**src/rtl/seq_shifter_pkg.sv**
```systemverilog
// rtl/seq_shifter_pkg.sv - op codes and FSM state encodings for the sequential shifter
package shifter_pkg;

   localparam logic [1:0] SH_SLL = 2'b00;
   localparam logic [1:0] SH_SRL = 2'b01;
   localparam logic [1:0] SH_SRA = 2'b10;
   localparam logic [1:0] SH_ROL = 2'b11;

   typedef enum logic [1:0] {
      S_IDLE  = 2'd0,
      S_SHIFT = 2'd1,
      S_DONE  = 2'd2
   } state_e;

endpackage

```
**src/rtl/seq_shifter_if.sv**
```systemverilog
// rtl/seq_shifter_if.sv - request/response bundle between the EX stage and seq_shifter
interface seq_shifter_if #(
   parameter int WIDTH   = 32,
   parameter int SHAMT_W = $clog2(WIDTH)
);
   logic               start;
   logic [1:0]         op;
   logic [SHAMT_W-1:0] shamt;
   logic [WIDTH-1:0]   data_in;
   logic               busy;
   logic               done;
   logic [WIDTH-1:0]   result;

   modport master (output start, op, shamt, data_in, input busy, done, result);
   modport slave  (input start, op, shamt, data_in, output busy, done, result);
endinterface

```
**src/rtl/seq_shifter_shift_step.sv**
```systemverilog
// rtl/seq_shifter_shift_step.sv - combinational single-step shift of a word by k in 0..STEP
module shift_step
   import shifter_pkg::*;
#(
   parameter int WIDTH = 32,
   parameter int STEP  = 1,
   parameter int K_W   = $clog2(STEP + 1)
) (
   input  logic [WIDTH-1:0] data_i,
   input  logic [1:0]       op_i,
   input  logic [K_W-1:0]   k_i,
   output logic [WIDTH-1:0] data_o
);

   // SRA keeps the sign because the working MSB never changes during an SRA sequence
   always_comb begin
      data_o = data_i;
      case (op_i)
         SH_SLL:  data_o = data_i << k_i;
         SH_SRL:  data_o = data_i >> k_i;
         SH_SRA:  data_o = $unsigned($signed(data_i) >>> k_i);
         SH_ROL:  data_o = (data_i << k_i) | (data_i >> (WIDTH - int'(k_i)));
         default: data_o = data_i;
      endcase
   end

endmodule

```
**src/rtl/seq_shifter.sv**
```systemverilog
// rtl/seq_shifter.sv - multi-cycle shifter: FSM, remaining-count and working register
module seq_shifter
   import shifter_pkg::*;
#(
   parameter int WIDTH   = 32,
   parameter int SHAMT_W = $clog2(WIDTH),
   parameter int STEP    = 1
) (
   input  logic        clk,
   input  logic        rst_n,
   seq_shifter_if.slave bus
);

   localparam int K_W = $clog2(STEP + 1);

   state_e             state_q, state_d;
   logic [WIDTH-1:0]   work_q, work_d;
   logic [SHAMT_W-1:0] rem_q, rem_d;
   logic [1:0]         op_q, op_d;
   logic [K_W-1:0]     k_w;
   logic [WIDTH-1:0]   step_w;
   logic               accept_w;

   always_comb begin
      if (int'(rem_q) < STEP) k_w = K_W'(rem_q);
      else                    k_w = K_W'(STEP);
   end

   shift_step #(.WIDTH(WIDTH), .STEP(STEP), .K_W(K_W)) u_step (
      .data_i (work_q),
      .op_i   (op_q),
      .k_i    (k_w),
      .data_o (step_w)
   );

   assign accept_w = bus.start && (state_q != S_SHIFT);

   always_comb begin
      state_d = state_q;
      work_d  = work_q;
      rem_d   = rem_q;
      op_d    = op_q;
      case (state_q)
         S_SHIFT: begin
            work_d = step_w;
            rem_d  = rem_q - SHAMT_W'(k_w);
            if (rem_d == '0) state_d = S_DONE;
         end
         S_DONE:  state_d = S_IDLE;
         default: ;
      endcase
      // accept_w is already false in SHIFT, so this only overrides IDLE/DONE
      if (accept_w) begin
         work_d  = bus.data_in;
         op_d    = bus.op;
         rem_d   = bus.shamt;
         state_d = (bus.shamt == '0) ? S_DONE : S_SHIFT;
      end
   end

   always_ff @(posedge clk or negedge rst_n) begin
      if (!rst_n) begin
         state_q <= S_IDLE;
         work_q  <= '0;
         rem_q   <= '0;
         op_q    <= SH_SLL;
      end else begin
         state_q <= state_d;
         work_q  <= work_d;
         rem_q   <= rem_d;
         op_q    <= op_d;
      end
   end

   assign bus.busy   = (state_q == S_SHIFT);
   assign bus.done   = (state_q == S_DONE);
   assign bus.result = work_q;

endmodule
```
**src/flat_wrapper.sv**
```systemverilog
// flat-port wrapper written by rule: the top's interface ports become plain ports
module seq_shifter_flat import shifter_pkg::*;
#(
   parameter int WIDTH   = 32,
   parameter int SHAMT_W = $clog2(WIDTH),
   parameter int STEP    = 1
)
  (clk, rst_n, bus_start, bus_op, bus_shamt, bus_data_in, bus_busy, bus_done, bus_result);
  seq_shifter_if #(.WIDTH(WIDTH), .SHAMT_W(SHAMT_W)) bus_i ();
  input  logic clk;
  input  logic rst_n;
  input wire logic [$bits(bus_i.start)-1:0] bus_start;
  input wire logic [$bits(bus_i.op)-1:0] bus_op;
  input wire logic [$bits(bus_i.shamt)-1:0] bus_shamt;
  input wire logic [$bits(bus_i.data_in)-1:0] bus_data_in;
  output wire logic [$bits(bus_i.busy)-1:0] bus_busy;
  output wire logic [$bits(bus_i.done)-1:0] bus_done;
  output wire logic [$bits(bus_i.result)-1:0] bus_result;
  assign bus_i.start = bus_start;
  assign bus_i.op = bus_op;
  assign bus_i.shamt = bus_shamt;
  assign bus_i.data_in = bus_data_in;
  assign bus_busy = bus_i.busy;
  assign bus_done = bus_i.done;
  assign bus_result = bus_i.result;
  seq_shifter #(.WIDTH(WIDTH), .SHAMT_W(SHAMT_W), .STEP(STEP)) u_core (.clk(clk), .rst_n(rst_n), .bus(bus_i));
endmodule
```
**config.mk**
```make
export PLATFORM = sky130hd
export DESIGN_NAME = seq_shifter_flat
export DESIGN_NICKNAME = d
export VERILOG_FILES = /design/src/rtl/seq_shifter_pkg.sv /design/src/rtl/seq_shifter_if.sv /design/src/rtl/seq_shifter_shift_step.sv /design/src/rtl/seq_shifter.sv /design/src/flat_wrapper.sv
export SDC_FILE = /design/constraint.sdc
export NUM_CORES = 1
export LEC_CHECK = 0
export ABC_AREA = 0
export BUFFER_PORTS_ARGS = -buffer_cell sky130_fd_sc_hd__buf_2
export CAP_MARGIN = 20
export CORE_MARGIN = 8
export CORE_UTILIZATION = 28
export CTS_CLUSTER_DIAMETER = 30
export DETAILED_ROUTE_END_ITERATION = 7
export GPL_TIMING_DRIVEN = 0
export PLACE_DENSITY = 0.55
export SLEW_MARGIN = 0
export SYNTH_ARGS = -nofsm -noshare
export SYNTH_HDL_FRONTEND = slang
export SYNTH_HIERARCHICAL = 1
export SYNTH_SLANG_ARGS = --single-unit
```
**constraint.sdc**
```tcl
create_clock -name clk -period 3.4 [get_ports clk]
set_input_delay 0.68 -clock clk [delete_from_list [all_inputs] [get_ports clk]]
set_output_delay 0.68 -clock clk [all_outputs]
set_load 0.005 [all_outputs]
```
; Word level (Yosys, flattened, before mapping)
; Cells that the tools add are included.
[word_totals]
word_cells = 36
in_bits = 42
register_bits = 41
out_inout_bits = 34
[op_classes]
n_lt_le_gt_ge = 1
reduce_logical = 7
shifts = 4
n_mux = 10
bitwise_logic = 1
n_eq_ne = 7
add_sub_neg = 2
[op_table]
columns = operator, count
row1 = 32-bit case mux with 4 select lines, 1
row2 = 32-bit two-way mux, 2
row3 = 32-bit OR, 1
row4 = 32-bit by 1-bit left shift with 32-bit output, 1
row5 = 32-bit by 1-bit >> shifter with 32-bit output, 1
row6 = 32-bit by 32-bit >> shifter with 32-bit output, 1
row7 = 32-bit by 1-bit >>> shifter with 32-bit output, 1
row8 = 5-bit zero test, 2
row9 = 5-bit two-way mux, 2
row10 = "6-bit by 1-bit subtractor with 7-bit output, first input constant", 1
row11 = "2-bit equality test, second input constant", 3
row12 = 2-bit two-way mux, 3
row13 = "5-bit by 1-bit < comparator with 1-bit output, second input constant", 1
row14 = 5-bit by 1-bit subtractor with 5-bit output, 1
row15 = "2-bit by 1-bit equality test with 1-bit output, second input constant", 2
row16 = 2-bit case mux with 2 select lines, 1
row17 = "3-bit by 1-bit != test with 1-bit output, second input constant", 1
row18 = 3-bit nonzero test, 1
row19 = 2-bit zero test, 1
row20 = "2-bit by 1-bit != test with 1-bit output, second input constant", 1
row21 = 2-bit AND reduction, 1
row22 = 2-bit nonzero test, 1
row23 = 1-bit logical AND, 1
row24 = 1-bit two-way mux, 1

; Depth between registers and ports, before layout
; Gate-level depths: netlist of the first run.
[depth]
depth_word = 8
depth_mapped = 8
depth_no_buf = 8

; Hierarchy
; The synthesis of the first run kept the hierarchy.
[modules_own_cells]
columns = mod, cells_each, area_each_um2, n_inst, seq_area_each_um2
row1 = seq_shifter, 207, 2037.0, 1, 1026.0
row2 = shift_step, 111, 705.7, 1, 0.0

; Worst setup path before layout of the first run
; Ideal clock, no wire load.
[synth_timing]
kind = reg-to-reg
startpoint = register u_core.rem_q[2]
endpoint = register u_core.state_q[0]
setup_ns = 0.121
slack_ns = 1.508
n_path_buf = 0
t_arrival_ns = 1.772
stages_incl_launch_ff = 8
required_ns = 3.279
period_less_slack_ns = 1.892
path_cell_list = dfrtp_1 -> nor4_1 -> nor2_1 -> ha_1 -> xor2_1 -> o41ai_4 -> nand2_1 -> a22o_1
[synth_between]
elab_chain_cells = 6
[synth_lines]
columns = element, line
row1 = from (decl), seq_shifter.sv:18  ; logic [SHAMT_W-1:0] rem_q, rem_d;
row2 = from (signal assigned), seq_shifter.sv:70  ; rem_q <= rem_d;
row3 = 5-bit by 1-bit < comparator with 1-bit output, seq_shifter.sv:25  ; if (int'(rem_q) < STEP) k_w = K_W'(rem_q);
row4 = 1-bit two-way mux, seq_shifter.sv:25
row5 = 5-bit by 1-bit subtractor with 5-bit output (*), seq_shifter.sv:46  ; rem_d = rem_q - SHAMT_W'(k_w);
row6 = 5-bit zero test (*), seq_shifter.sv:47  ; if (rem_d == '0) state_d = S_DONE;
row7 = 3-bit by 1-bit != test with 1-bit output (no source line) (*), -
row8 = 2-bit AND reduction (no source line) (*), -
row9 = to (signal assigned), seq_shifter.sv:68  ; state_q <= state_d;
row10 = to (decl), seq_shifter.sv:16  ; state_e state_q, state_d;
; Every way passes the cells marked *; elsewhere a longest branch is shown, timed or not.
; A chain may end at the register's enable or synchronous reset.

; Worst setup path in the final report of the first run
; Ends and elaborated chain as after synthesis.

==> run_results.csv, run 1 <==
group,metric,value,unit
outcome,outcome,"finished, final reports clean",
critical_path,timing.setup.critical_path_class,"reg2reg",
clock_network,clock_latency,0.29,ns
final_layout,drive_gt1_share,23.69,%
final_layout,fin_nets,447,
placement,gp_congestion,0.8126,
clock_network,cts-resized-gates,0,
yosys,synthSimpleGateAreaFrac,14.83,%
detailed_routing,antenna_left,0,
yosys,ys_dominant_reg_cell,"dfrtp_1",
hold_path,hold_class,"in2async",
floorplanning,start_util,28.45,%
yosys,syn-num-nets,365,
clock_network,ctsHoldBuffers,0,
yosys,synth-compound-area-share,16.06,%
yosys,synthArstFlopShare,100.0,%
yosys,syn-mean-instance-area,8.625,sq um
timing,drv_slew,0,
yosys,syn_area,0.002743,sq mm
clock_network,postCtsSetupRepairBufs,0,
floorplanning,ios,76,
clock_network,clk_pin_slew,0.08,ns
pwr,ir_drop,0.3044,mV
clock_network,clockRootBuffer,"clkbuf_8",
timing,clock_skew,0.003493,ns
final_layout,syn_to_final_growth,22.76,%
global_route,met2_usage,20.73,%
global_route,grt_max_degree,42,
floorplanning,die_area,0.01322,sq mm
final_layout,final_cell_area,0.003367,sq mm
detailed_routing,num_vias,2577,
yosys,muxShareOfSynthArea,23.40,%
yosys,synth_area_leaders,"dfrtp_1 (37%), mux2i_1 (23%), a21oi_1 (6.4%), o21ai_0 (6.4%), nand2_1 (6.0%)",
detailed_routing,drt-total-wl,8.285,mm
global_route,grt_overflow,0,
floorplanning,rows,36,
critical_path,crit_slowest_cell,"dfrtp_1",
global_route,top_usage_layer,"met2",
yosys,synth_top_family_by_area,"multiplexers",
detailed_routing,drc,0,
global_route,grt_antenna_before_repair,0,
pwr,p_per_area,934.9,mW/mm^2
critical_path,crit_chain,"nor4_1 > nor2_1 > ha_1 > xor2_1 > o41ai_4 > nand2_1 > a22o_1",
floorplanning,die-width,115.0,um
pwr,power.leakage,1.625,nW
critical_path,worstSetupEndpointType,"register",
yosys,synth_top_area_share,37.41,%
yosys,yosysMostFrequentCell,"mux2i_1",
final_layout,postLayoutCoreUtil,34.93,%
clock_network,clock_sinks,41,
placement,placed_cell_area,0.003284,sq mm
critical_path,slowest_delay,0.45,ns
floorplanning,die_h,115.0,um
yosys,ys_warn_count,6,
clock_network,cts_tree,"yes",
flow_run,drv_cap,0,
timing,tightest_slew,0.9586,ns
timing,tns,0,ns
detailed_routing,vias_per_cell,4.826,
global_route,grt_pass1_vias,2683,
placement,portBuffers,75,
yosys,synth_seq_cells,41,
yosys,synthTopCellsByCount,"mux2i_1 (63), nand2_1 (44), dfrtp_1 (41)",
placement,dp_hpwl,6.139,mm
timing,finalSetupViolCount,0,
yosys,ys_seq_area_share,37.41,%
yosys,synthDistinctLibCells,34,
final_layout,antenna_cells,0,
global_route,grt_usage,12.90,%
timing,fin_crit_sh,65.04,%
yosys,synthXorXnorAreaFrac,0.9124,%
timing,max_freq,0.4522,GHz
global_route,grt_pass1_wl,13.63,mm
critical_path,cp-start-kind,"register",
detailed_routing,wl_per_cell,15.51,um
yosys,synth_cells,318,
floorplanning,fp.coreArea,0.009639,sq mm
critical_path,cp_data_required_time,3.59,ns
critical_path,crit_arrival,2.40,ns
detailed_routing,drt_iter0_drc,156,
yosys,synth_area_leader_cell,"dfrtp_1",
timing,hold_slack,0.5262,ns
yosys,synth-edff-count,0,
global_route,grt_use_met1,16.88,%
detailed_routing,drt_pre_antenna_iters,4,
timing,fin_crit,2.212,ns
clock_network,clockBufferDepth,2,
clock_network,cts_made_buffers,5,
yosys,synth_fa_ha_area_share,2.281,%
timing,slew_headroom,36.09,%
critical_path,r2r_slack,1.19,ns
global_route,use_met3,3.151,%
critical_path,crit_fanout,7,
timing,hold_violations,0,
timing,rsz0062_at_grt,"false",
clock_network,h-tree-depth,2,
## worst paths after layout
kind | startpoint | to | cells past startpoint
max in group asynchronous | rst_n | u_core/bus.result[8] | 1
min in group clk | u_core/state_q[0] | u_core/state_q[0] | 1
max | u_core/rem_q[2] | u_core/state_q[0] | 7
max reg2reg | u_core/rem_q[2] | u_core/state_q[0] | 7
min | rst_n | u_core/state_q[1] | 1
min reg2reg | u_core/state_q[0] | u_core/state_q[0] | 1
## per-layer routing
metal	up-vias	share of wire, %
li1	1269	-
met1	1233	45
met5	-	0
met3	4	6.7
met4	0	0.49
met2	71	48
## flip-flops by register name (all words and copies together), names as in the netlist
register	flops
u_core/state_q	2
u_core/rem_q	5
u_core/bus.result	32
u_core/op_q	2
## cell usage in the layout, fill, tap and decap left out, types with 2 or more instances in the layout
master and n:
nand2_1 44, a21oi_1 35, clkinv_2 2, inv_1 7, buf_2 79, clkbuf_1 14
nor2_1 40, nand3b_1 2, buf_1 3, ha_1 5, mux2i_1 63, buf_6 3
clkbuf_8 5, o21ai_0 35, dfrtp_1 41, nand2b_1 3
## final cells by class
class                   instances  area [sq um]
plain buffers                  23         113.9
clock buffers                   6         72.57
clock inverters                 2         10.01
fillers                      1071          6272
inverters                       7         26.28
multi-input cells             247          1577
flip-flops and latches         41          1026
well taps                     133         166.4
repair buffers                 75         375.4
## through the flow
| stage | total power [mW] | setup WS, ns | instances |
|---|---|---|---|
| 2_1_floorplan | 2.261 | 1.508 | 318 |
| 3_3_place_gp | 2.805 | 1.298 | 526 |
| 3_5_place_dp | 2.857 | 1.215 | 526 |
| 4_1_cts | 3.189 | 1.204 | 534 |
| 5_1_grt | 3.483 | 1.041 | 534 |
| 6_report | 3.148 | 1.189 | 534 |
## kinds of logic after synthesis
group / count (synthesis)
muxes: 64
DFF: 41
and+or+nand+nor: 97
buffers and inverters: 30
xor gates and xnor gates: 2
adders and majority gates: 5
AOI/OAI and AO/OA: 79
## power breakdown
group	leakage, nW	internal (mW)	switching [mW]
registers	0.491	0.737	0.356
clock network	0.0450	0.143	0.174
logic	1.09	0.842	0.897
## worst max-delay path, delay by kind of cell (launching register included)
family | cells | cell delay [ns]
and+or+nand+nor | 3 | 0.71
AOI/OAI and AO/OA | 2 | 0.49
DFF | 1 | 0.45
adders and majority gates | 1 | 0.27
xor gates and xnor gates | 1 | 0.18
No activity file was read; power rests on OpenSTA's default activity.
==> run 2, diff against run 1 <==
==> constraint.sdc (replaced) <==
create_clock -name clk -period 2.3 [get_ports clk]
set_input_delay 0.46 -clock clk [delete_from_list [all_inputs] [get_ports clk]]
set_output_delay 0.46 -clock clk [all_outputs]
set_load 0.005 [all_outputs]
==> run 2 against run 1 <==
Effect of this change: first-iteration DRC count fell by 4.5%; global-route usage did not move; final cell count did not move; design area rose by 0.19%; setup slack got worse by 1.1 ns; non-clock buffer count did not move; clock power rose by 49%; clock skew fell by 0.0011 ns; register-to-register slack got worse by 1.1 ns; sequential power rose by 49%; critical endpoint unchanged; largest cell class unchanged; largest power group unchanged; highest routed layer unchanged.
==> run_results.csv, run 2 (synthesized netlist as in run 1, its figures left out) <==
group,metric,value,unit
floorplanning,rows,36,
flow_run,drv_cap,0,
clock_network,clock_sinks,41,
timing,fin_crit,2.162,ns
global_route,grt_antenna_before_repair,0,
critical_path,worstSetupEndpointType,"register",
floorplanning,die_area,0.01322,sq mm
global_route,grt_pass1_wl,13.63,mm
placement,gp_congestion,0.8126,
timing,hold_slack,0.3075,ns
final_layout,syn_to_final_growth,22.99,%
critical_path,crit_fanout,7,
clock_network,clock_latency,0.29,ns
detailed_routing,antenna_left,0,
pwr,power.leakage,1.625,nW
detailed_routing,drt-total-wl,8.312,mm
detailed_routing,drc,0,
final_layout,drive_gt1_share,23.94,%
floorplanning,fp.coreArea,0.009639,sq mm
final_layout,layout_common_cells,"buf_2 (79), mux2i_1 (63), nand2_1 (44), dfrtp_1 (41), nor2_1 (40)",
floorplanning,start_util,28.45,%
clock_network,h-tree-depth,2,
final_layout,final_common_cell,"buf_2",
floorplanning,ios,76,
floorplanning,die-width,115.0,um
floorplanning,die_h,115.0,um
hold_path,hold_class,"in2async",
critical_path,crit_arrival,2.35,ns
clock_network,clockBufferDepth,2,
detailed_routing,drt_pre_antenna_iters,4,
global_route,grt_pass1_vias,2683,
clock_network,postCtsSetupRepairBufs,0,
critical_path,slowest_delay,0.46,ns
final_layout,largest_reg_flops,32,
outcome,outcome,"finished, final reports clean",
timing,drv_slew,0,
clock_network,ctsHoldBuffers,0,
timing,max_freq,0.4625,GHz
critical_path,crit_slowest_cell,"dfrtp_1",
global_route,grt_max_degree,42,
global_route,grt_usage,12.90,%
final_layout,antenna_cells,0,
timing,fin_crit_sh,94.02,%
critical_path,timing.setup.critical_path_class,"reg2reg",
clock_network,cts_made_buffers,5,
detailed_routing,num_vias,2563,
critical_path,crit_chain,"nor4_2 > nor2_1 > ha_1 > xor2_1 > o41ai_4 > nand2_1 > a22o_1",
pwr,ir_drop,0.4500,mV
timing,finalSetupViolCount,0,
clock_network,clk_pin_slew,0.08,ns
timing,clock_skew,0.002410,ns
detailed_routing,vias_per_cell,4.800,
pwr,totalPowerFinal,4.660,mW
timing,hold_violations,0,
pwr,p_per_area,1381,mW/mm^2
final_layout,fin_nets,447,
placement,portBuffers,75,
placement,dp_hpwl,6.139,mm
clock_network,cts_tree,"yes",
timing,tightest_slew,0.9608,ns
global_route,grt_overflow,0,
detailed_routing,wl_per_cell,15.57,um
clock_network,clockRootBuffer,"clkbuf_8",
timing,slew_headroom,35.95,%
critical_path,cp-start-kind,"register",
critical_path,cp_data_required_time,2.49,ns
final_layout,postLayoutCoreUtil,34.99,%
detailed_routing,drt_iter0_drc,149,
## run 2: final cells by class
class	count	area, sq um
inverter	7	26.28
fill	1070	6266
tap	133	166.4
clock buffer	6	72.57
sequential	41	1026
buffer	23	113.9
timing repair buffer	75	375.4
multi-input combinational	247	1583
clock inverter	2	10.01
## run 2: worst paths after layout
path / startpoint / endpoint / slack (ns) / cells after the start
max: u_core/rem_q[2] / u_core/state_q[0] / 0.14 / 7
min: rst_n / u_core/state_q[1] / 0.31 / 1
max reg2reg: u_core/rem_q[2] / u_core/state_q[0] / 0.14 / 7
min reg2reg: u_core/state_q[0] / u_core/state_q[0] / 0.58 / 1
max in group asynchronous: rst_n / u_core/bus.result[8] / 1.39 / 1
min in group clk: bus_op[0] / u_core/op_q[0] / 0.37 / 3
## run 2: through the flow
stage,setup WS [ns],TNS (ns),cell area (sq um),cells
CTS,0.1037,0,3367,534
detailed placement,0.1153,0,3284,526
floorplan,0.4075,0,2743,318
global placement,0.1980,0,3284,526
global route,-0.01435,-0.01435,3373,534
finish,0.1376,0,3373,534
## run 2: metal layers
| layer | part of all wire, % | track usage [%] | up-vias |
|---|---|---|---|
| li1 | - | - | 1266 |
| met1 | 45 | 16.88 | 1225 |
| met2 | 48 | 20.73 | 68 |
| met3 | 6.6 | 3.151 | 4 |
| met4 | 0.49 | 3.327 | 0 |
| met5 | 0 | 0 | - |
## run 2: what timing repair did
action / CTS / global route
endpoints found under the hold margin: 0 / 0
setup endpoints to repair: 0 / 2
gates resized for setup: 0 / 1
## run 2: worst max-delay path, delay by kind of cell (launching register included)
kind	cells	cell delay [ns]
DFF	1	0.46
AOI/OAI and AO/OA	2	0.49
adders and majority gates	1	0.26
xor gates and xnor gates	1	0.18
and+or+nand+nor	3	0.67
## run 2: report_power, final
part	internal, mW	switching, mW	total, mW
combinational	1.25	1.32	2.57
sequential	1.09	0.530	1.62
clock	0.211	0.259	0.470
